--- config.mk ---
export PLATFORM = sky130hd
export DESIGN_NAME = pipeline_controller
export DESIGN_NICKNAME = d
export VERILOG_FILES = /design/src/rtl/pipeline_controller.sv
export SDC_FILE = /design/constraint.sdc
export NUM_CORES = 1
export LEC_CHECK = 0
export ABC_AREA = 1
export BUFFER_PORTS_ARGS = -buffer_cell sky130_fd_sc_hd__buf_4
export CAP_MARGIN = 10
export CELL_PAD_IN_SITES_DETAIL_PLACEMENT = 0
export CELL_PAD_IN_SITES_GLOBAL_PLACEMENT = 2
export CORE_MARGIN = 3
export CORE_UTILIZATION = 33
export DETAILED_ROUTE_END_ITERATION = 7
export PLACE_DENSITY = 0.94
export REMOVE_ABC_BUFFERS = 1
export SLEW_MARGIN = 20
export SYNTH_ARGS = -nofsm -noshare
export SYNTH_HDL_FRONTEND = slang
export SYNTH_SLANG_ARGS = --single-unit
--- constraint.sdc ---
create_clock -name clk -period 4.8 [get_ports clk]
set_clock_uncertainty 0.15 [all_clocks]
set_input_delay 0.48 -clock clk [delete_from_list [all_inputs] [get_ports clk]]
set_output_delay 0.48 -clock clk [all_outputs]
set_load 0.02 [all_outputs]
--- src/rtl/pipeline_controller.sv ---
// Hazard, flush and memory-stall control for a five-stage pipeline.
// A two-slot scoreboard tracks the destinations of the EXE and MEM instructions.
module pipeline_controller #(
  parameter bit          FWD_DEFAULT = 1'b0,
  parameter int unsigned MEM_TIMEOUT = 15
) (
  input  logic        clk,
  input  logic        rst,
  input  logic [3:0]  id_src_rn,
  input  logic [3:0]  id_src_rm,
  input  logic        id_two_src,
  input  logic        id_wb_en,
  input  logic        id_mem_read,
  input  logic [3:0]  id_dest,
  input  logic        branch_taken,
  input  logic        mem_req,
  input  logic        sram_ready,
  input  logic        fwd_cfg_we,
  input  logic        fwd_cfg,
  output logic        hazard,
  output logic        freeze_if,
  output logic        flush,
  output logic        freeze_pipe,
  output logic        mem_timeout,
  output logic [15:0] stall_cycles
);

  localparam logic [7:0] TIMEOUT_CNT = 8'(MEM_TIMEOUT);

  typedef enum logic {ST_IDLE, ST_WAIT} mem_state_t;

  mem_state_t state;
  logic [7:0] wait_cnt;
  logic       fwd_mode;

  logic       exe_v, exe_ld, mem_v;
  logic [3:0] exe_dest, mem_dest;

  logic exe_match, mem_match, raw_hazard;

  // Rm only counts as an operand when the instruction really reads it.
  assign exe_match = exe_v & ((exe_dest == id_src_rn) | (id_two_src & (exe_dest == id_src_rm)));
  assign mem_match = mem_v & ((mem_dest == id_src_rn) | (id_two_src & (mem_dest == id_src_rm)));

  assign raw_hazard  = fwd_mode ? (exe_match & exe_ld) : (exe_match | mem_match);
  assign freeze_pipe = mem_req & ~sram_ready;
  assign flush       = branch_taken & ~freeze_pipe;
  assign hazard      = raw_hazard & ~flush;
  assign freeze_if   = hazard | freeze_pipe;

  always_ff @(posedge clk or negedge rst) begin
    if (!rst) begin
      exe_v    <= 1'b0;
      exe_dest <= 4'd0;
      exe_ld   <= 1'b0;
      mem_v    <= 1'b0;
      mem_dest <= 4'd0;
    end else if (!freeze_pipe) begin
      mem_v    <= exe_v;
      mem_dest <= exe_dest;
      exe_v    <= id_wb_en & ~hazard & ~flush;
      exe_dest <= id_dest;
      exe_ld   <= id_mem_read;
    end
  end

  // The watchdog only flags the stall; the pipeline keeps waiting for memory.
  always_ff @(posedge clk or negedge rst) begin
    if (!rst) begin
      state       <= ST_IDLE;
      wait_cnt    <= 8'd0;
      mem_timeout <= 1'b0;
    end else begin
      case (state)
        ST_IDLE: begin
          wait_cnt <= 8'd0;
          if (freeze_pipe) state <= ST_WAIT;
        end
        ST_WAIT: begin
          if (sram_ready || !mem_req) begin
            state    <= ST_IDLE;
            wait_cnt <= 8'd0;
          end else begin
            if (wait_cnt != 8'hFF) wait_cnt <= wait_cnt + 8'd1;
            if (wait_cnt == TIMEOUT_CNT) mem_timeout <= 1'b1;
          end
        end
        default: state <= ST_IDLE;
      endcase
    end
  end

  always_ff @(posedge clk or negedge rst) begin
    if (!rst) begin
      fwd_mode     <= FWD_DEFAULT;
      stall_cycles <= 16'd0;
    end else begin
      if (fwd_cfg_we && !freeze_pipe) fwd_mode <= fwd_cfg;
      if (freeze_if && stall_cycles != 16'hFFFF) stall_cycles <= stall_cycles + 16'd1;
    end
  end

endmodule

==> results.md, run 1 <==
* Synthesized area at 0.00221 mm2
* Resized cells post-CTS at 0
* Gpl congestion at 0.807
* Hold Vio Cnt, Final at 0
* Setup-failing EPs final at 0
* Clock buffer count from CTS at 5
* Main combinational cell family by area after synthesis: simple AND/OR/NAND/NOR gates
* Worst Path Required at 4170 ps
* Metal2 WL at 2280 um
* Crit path DAT at 1730 ps
* IO Count at 43
* Post-synth EDFFs at 0
* Status: complete, no violations
* CP Capture Type: primary output
* Synth unique cells at 30
* RSZ-0062 raised after global routing: false
* Die Y at approximately 90 um
* Synth Area in Compound Gates at 6.73%
* CTS max path bufs at 2
* Final WL at around 5100 um
* Start point of the critical path: mem_dest[1]$_DFFE_PN0N_
* FF+latch count, synth at 38
* Worst hold-check path type: in -> async
* Top Metal Used: met4
* # DRC at 0
* GRT overflow at 0
* Largest net degree at the start of global routing at 39
* # diodes at 0
* Initial Util at 34.4%
* Tmin final at approximately 2400 ps
* Root Driver: clkbuf_8
* Synth warn at 0
* Pre-antenna DRT Iters at 4
* Port bufs at 42
* CTS Hold Bufs at 0
* Post-CTS Setup Inserts at 0
* Critical Path Sink: freeze_if
* # nets final at 365
* FFs w/ async S/R, synth at 100%
* Met3 WL at 281 um
* Achievable frequency at roughly 420 MHz
* Clk sink count at 38
* Worst slew pin tran at 475 ps
* Clk slew on worst S/H paths at 80 ps
* H-tree levels at 2
* Die ar. at roughly 0.0077 mm2
* Max VDD drop at 0.000171 V
* Core Area at 0.00642 mm2
* WL met1 at 2480 um
* Max FO, Critical Path at 19
* CTS tree: yes
* Setup_tns at 0 ps
* CP Class: reg -> out
* Placed cell count at 411
* Vias in the first global route at 1912
* Post-synthesis adder-cell area fraction at 1.13%
* Layout cells sized above 1 at between 20% and 30%
* Max Cap Viol at 0
* Fillers at 674
* Seq/Total Area, Yosys at between 40 and 50%
* First-pass GRT wire length at about 8800 um
* Main synth FF type: dfrtp_1
* DP HPWL at 3830 um
* Type of origin of the critical path: flop
* Clk_lat worst skew at roughly 280 ps
* R2R Setup Slk at 2700 ps
* Slew Viols, Final at 0
* Leakage power figure at ~0.0015 uW
* Avg WL per Cell at 12.2 um
* Via-to-Cell Ratio at 4.67
* Total power draw at 832 uW
* Synthesized-area fraction occupied by and/or/nand/nor cells at 32.9%
* Area Overhead vs Synth at 22.2%
* Die X at 87.9 um
* Rows at 29
* Number of routed nets with antenna violations at 0
* Worst R2R Start: stall_cycles[0]$_DFFE_PN0P_
* Number of DRC markers in iteration 0 at between 100 and 150
* Fin Hold WS at 6.78 ps
* Syn Area/Cell at 7.45 um2
* Final worst-path cycle share at 49.2%
* Mux cell area share after synthesis at 0%
* Overall via count from detail_route at a little under 2000
* Non-filler instance count after layout at 419
* Initial antenna violation count at 0
* Cells after Synth at 297
* RR Endpoint: stall_cycles[8]$_DFFE_PN0P_
* Post-Synth XOR/XNOR Area at roughly 8%
* Tot GR Track Use at 14.5%
* Rel. slew slack at ~70%
* Pwr/cell area at 308 mW/mm2
* R2R cell count at 9
cell families after synthesis:
kind of cell / Yosys count
flip-flops: 38
XOR/XNOR: 20
adder cells (fa/ha/maj): 2
AO/OA/AOI/OAI: 27
AND/OR/NAND/NOR: 164
buffers and inverters: 46
power by group:
group	internal, uW	switching, uW	leakage [uW]	total [uW]
clock network	153	113	0.0000579	266
logic	75.8	99.6	0.000898	175
registers	351	39.6	0.000496	391
through the flow:
stage	worst slack, ps	utilization (%)	instance area [um2]
after floorplan	2680	-	2180
after global placement	2510	40.4	2590
after detailed placement	2500	40.4	2590
after CTS	2410	42.1	2700
after global routing	2230	42.1	2700
final	2440	42.1	2700
layer usage:
layer	up-vias	GRT usage [%]
li1	1028	-
met1	872	19.5
met2	48	22.9
met3	8	3.67
met4	0	4.60
met5	-	0
cells in the final DEF, fill, tap and decap left out, types with 6 or more instances in the layout:
master   instances
a21oi_1          6
buf_4           42
dfrtp_1         38
inv_1           30
inv_2           11
nand2_1        100
nand3_1         27
nor2_1          19
o21ai_0          6
o21ai_1          7
xnor2_1          8
xor2_1          12
state kept, by name, summed over array words and instances (netlist names):
| register | flops |
|---|---|
| exe_v | 1 |
| stall_cycles | 16 |
| mem_timeout | 1 |
| exe_dest | 4 |
| exe_ld | 1 |
| mem_dest | 4 |
| mem_v | 1 |
| wait_cnt | 8 |
| fwd_mode | 1 |
| state | 1 |
final cells by class:
class / count / area, um2 / share of cell area [%]
Inverter: 41 / 154 / 5.69
Multi-Input combinational cell: 213 / 1080 / 39.9
Clock inverter: 3 / 40.0 / 1.48
Timing Repair Buffer: 42 / 315 / 11.7
Tap cell: 77 / 96.3 / 3.56
Sequential cell: 38 / 951 / 35.2
Clock buffer: 5 / 68.8 / 2.55
worst max-delay path, stage by stage (launching register included):
cell and delay [ps]:
dfrtp_1 420, inv_1 60, nand2_1 50, nand2_1 50, nor2_1 110, nand3_1 90
nand2_1 80, nand2_1 50, nand2_1 60, nand2_1 90, nand2_4 210, buf_4 190
how the worst min path moves through the flow:
stage	startpoint	end	slack, ps	depth (start not counted)
finish	rst	stall_cycles[5]$_DFFE_PN0P_	7	1
global route	rst	stall_cycles[5]$_DFFE_PN0P_	40	1
CTS	rst	stall_cycles[5]$_DFFE_PN0P_	20	1
detailed placement	mem_timeout$_DFFE_PN0P_	mem_timeout$_DFFE_PN0P_	330	2
global placement	mem_timeout$_DFFE_PN0P_	mem_timeout$_DFFE_PN0P_	320	2
floorplan	rst	exe_dest[0]$_DFFE_PN0N_	30	0
Yosys cell counts (3+ instances only):
master | number | share of area [%]
a21oi_1 | 6 | 1.4
nor2_1 | 19 | 3.2
xor2_1 | 12 | 4.8
nand3_1 | 27 | 6.1
xnor2_1 | 8 | 3.2
inv_1 | 30 | 5.1
nor4_1 | 4 | 1.1
o21ai_0 | 6 | 1.4
nand2_1 | 100 | 17
a31oi_1 | 4 | 1.1
buf_2 | 3 | 0.68
dfrtp_1 | 38 | 43
o21ai_1 | 7 | 1.6
nor3_1 | 3 | 0.68
inv_2 | 11 | 1.9
Power figures use the tool's default switching activity.
==> run 2: changes to the inputs <==
--- a/config.mk
+++ b/config.mk
@@ -11,9 +11,9 @@
 export CELL_PAD_IN_SITES_DETAIL_PLACEMENT = 0
 export CELL_PAD_IN_SITES_GLOBAL_PLACEMENT = 2
 export CORE_MARGIN = 3
-export CORE_UTILIZATION = 33
+export CORE_UTILIZATION = 28
 export DETAILED_ROUTE_END_ITERATION = 7
-export PLACE_DENSITY = 0.94
+export PLACE_DENSITY = 0.86
 export REMOVE_ABC_BUFFERS = 1
 export SLEW_MARGIN = 20
 export SYNTH_ARGS = -nofsm -noshare
==> constraint.sdc (replaced) <==
create_clock -name clk -period 1.9 [get_ports clk]
set_clock_uncertainty 0.15 [all_clocks]
set_input_delay 0.19 -clock clk [delete_from_list [all_inputs] [get_ports clk]]
set_output_delay 0.19 -clock clk [all_outputs]
set_load 0.02 [all_outputs]
==> results.md, run 2 (synthesis gave the netlist of run 1 again) <==
* RR Endpoint: stall_cycles[8]$_DFFE_PN0P_
* Clock power frac at 25.5% (-6.5 points)
* CP Capture Type: primary output
* CTS tree: yes
* CP Class: reg -> out
* Buf/Inv on CP at 3 (+1)
* Critical Path Sink: hazard
* Pre-antenna DRT Iters at 4 (unchanged)
* Clk slew on worst S/H paths at 80 ps (about the same)
* R2R cell count at 9 (unchanged)
* Clk_lat worst skew at 290 ps (about the same)
* Hold Vio Cnt, Final at 0 (unchanged)
* CTS max path bufs at 2 (unchanged)
* Delay-heaviest family, CP: simple AND/OR/NAND/NOR gates
* Logic pwr share at 28.4% (+7.3 points)
* Initial Util at 29.7% (-4.7 points)
* # DRC at 0 (unchanged)
* Rel. slew slack at 65.6% (-2.4 points)
* P_int at 1410 uW (+140%)
* Type of origin of the critical path: flop
* CP most frequent cell: nand2_1
* Sw Pwr at 657 uW (+160%)
* Die ar. at 0.00900 mm2 (+17%)
* H-tree levels at 2 (unchanged)
* Number of routed nets with antenna violations at 0 (unchanged)
* Rows at 31 (+6.9%)
* Vias in the first global route at 2014 (+5.3%)
* Avg WL per Cell at 11.7 um (-3.8%)
* Initial antenna violation count at 0 (unchanged)
* Switching share of power at 31.8% (+1.4 points)
* Port bufs at 42 (unchanged)
* Crit-path slowest cell: dfrtp_1
* Max Cap Viol at 0 (unchanged)
* Tmin final at 1830 ps
* Leakage power figure at 0.00163 uW (+13%)
* Layout cells sized above 1 at 26.8% (+6.3 points)
* Start point of the critical path: mem_dest[3]$_DFFE_PN0N_
* Max VDD drop at 0.000414 V (+140%)
* Non-filler instance count after layout at 480 (+15%)
* Overall via count from detail_route at 2079 (+6.3%)
* Placed cell count at 459 (+12%)
* Fillers at 773 (+15%)
* Top Registers: stall_cycles (16), wait_cnt (8)
* Crit path DAT at 1490 ps (-240 ps)
* Max FO, Critical Path at 4 (-15)
* Worst R2R Start: stall_cycles[1]$_DFFE_PN0P_
* Area Overhead vs Synth at 37.8%
* Gpl congestion at 0.816 (+1.1%)
* Worst hold-check path type: in -> reg
* RSZ-0062 raised after global routing: true
* Die X at 94.9 um (+8.0%)
* Pwr/cell area at 678 mW/mm2 (+120%)
* Crit path depth at 11 (unchanged)
* Worst Path Required at 1560 ps (-2610 ps)
* R2R Setup Slk at 80 ps (-2620 ps)
* Area post-placement at 0.00282 mm2 (+8.6%)
* Tot GR Track Use at 13.3% (-1.2 points)
* Root Driver: clkbuf_8
* Number of DRC markers in iteration 0 at 73 (-31%)
* Worst slew pin tran at 516 ps (+40.6 ps)
* Die Y at 94.9 um (+8.0%)
* Max FFs per register at 16 (unchanged)
* GRT overflow at 0 (unchanged)
* Final WL at 5630 um (+10%)
* Setup-failing EPs final at 0 (unchanged)
* Setup_tns at 0 ps (unchanged)
* Most frequent cells in the layout: 99 x nand2_1, 70 x buf_4, 38 x dfrtp_1, 30 x inv_1, 27 x nand3_1
* Via-to-Cell Ratio at 4.33 (-7.2%)
* DP HPWL at 4070 um (+6.3%)
* Clock buffer count from CTS at 5 (unchanged)
* Achievable frequency at 546 MHz
* Largest Register: stall_cycles
* Final worst-path cycle share at a little over nine tenths
* Sequential share of power at 46.1% (-0.9 points)
* Core Area at 0.00745 mm2 (+16%)
* Final instance area at 0.00305 mm2 (+13%)
* Worst path cell trace: inv_2 > nand2_1 > nand2_1 > nor2_1 > nand2_1 > nand2_1 > nand2_1 > nand2_1 > nand2_2 > inv_1 > buf_6
* # nets final at 405 (+11%)
* IO Count at 43 (unchanged)
* Clk sink count at 38 (unchanged)
* First-pass GRT wire length at 9390 um (+6.7%)
* # diodes at 0 (unchanged)
* Status: complete, no violations
* Delay of the slowest critical-path stage at 410 ps (about the same)
* Commonest non-fill, non-tap cell in the layout: nand2_1
* Slew Viols, Final at 0 (unchanged)
* Largest net degree at the start of global routing at 39 (unchanged)
[run 2: cell type report]
type	instances	area [um2]	share of cell area (%)
Multi-Input combinational cell	213	1090	35.9
Sequential cell	38	951	31.2
Timing Repair Buffer	82	648	21.3
Inverter	41	154	5.05
Tap cell	99	124	4.06
Clock buffer	5	68.8	2.26
Clock inverter	2	10.0	0.328
[run 2: worst min-delay path by stage]
stage / endpoint / from / slack [ps] / depth (start not counted)
3_5_place_dp: stall_cycles[9]$_DFFE_PN0P_ / rst / 60 / 1
3_3_place_gp: stall_cycles[9]$_DFFE_PN0P_ / rst / 50 / 1
2_1_floorplan: exe_dest[0]$_DFFE_PN0N_ / rst / -260 / 0
5_1_grt: exe_v$_DFFE_PN0N_ / id_wb_en / 20 / 3
4_1_cts: exe_v$_DFFE_PN0N_ / branch_taken / 20 / 4
6_report: exe_v$_DFFE_PN0N_ / branch_taken / 20 / 4
[run 2: worst register-to-register path, stage by stage (launching register included)]
cell     delay [ps]
dfrtp_1         400
ha_1            220
nand3_2         100
nor2_2          120
nand2_2          90
nor2_4          110
nand4_4         160
buf_4           230
nand3_1          90
nand2_1          50
[run 2: through the flow]
stage | utilization, % | total power, uW | worst slack [ps] | hold WS, ps
2_1_floorplan | - | 1250 | -26.1 | -256
3_3_place_gp | 37.8 | 1520 | 91.9 | 49.0
6_report | 40.9 | 2070 | 67.9 | 24.5
4_1_cts | 40.7 | 2100 | 2.75 | 18.1
5_1_grt | 40.9 | 2220 | -119 | 16.3
3_5_place_dp | 37.8 | 1530 | 95.7 | 57.1
[run 2: repair_timing]
action / CTS / global route
gates resized for setup: 3 / 3
hold endpoints to repair: 45 / 0
buffers inserted: 3 / 1
pin swaps: 3 / 7
setup endpoints to repair: 2 / 18
hold buffers: 10 / 0
[run 2: power groups by stage]
stage          Combinational, uW  Clock, uW  Sequential [uW]
3_5_place_dp                 561          0              965
4_1_cts                      591        558              952
2_1_floorplan                215          0             1040
3_3_place_gp                 556          0              966
6_report                     588        527              952
5_1_grt                      663        596              964
[run 2: metal layers]
layer / vias to the layer above / part of all wire [%] / global-route usage (%)
li1: 1112 / - / -
met1: 907 / 52 / 19.0
met2: 54 / 42 / 19.9
met3: 6 / 5.2 / 3.27
met4: 0 / 0.94 / 3.85
met5: - / 0 / 0
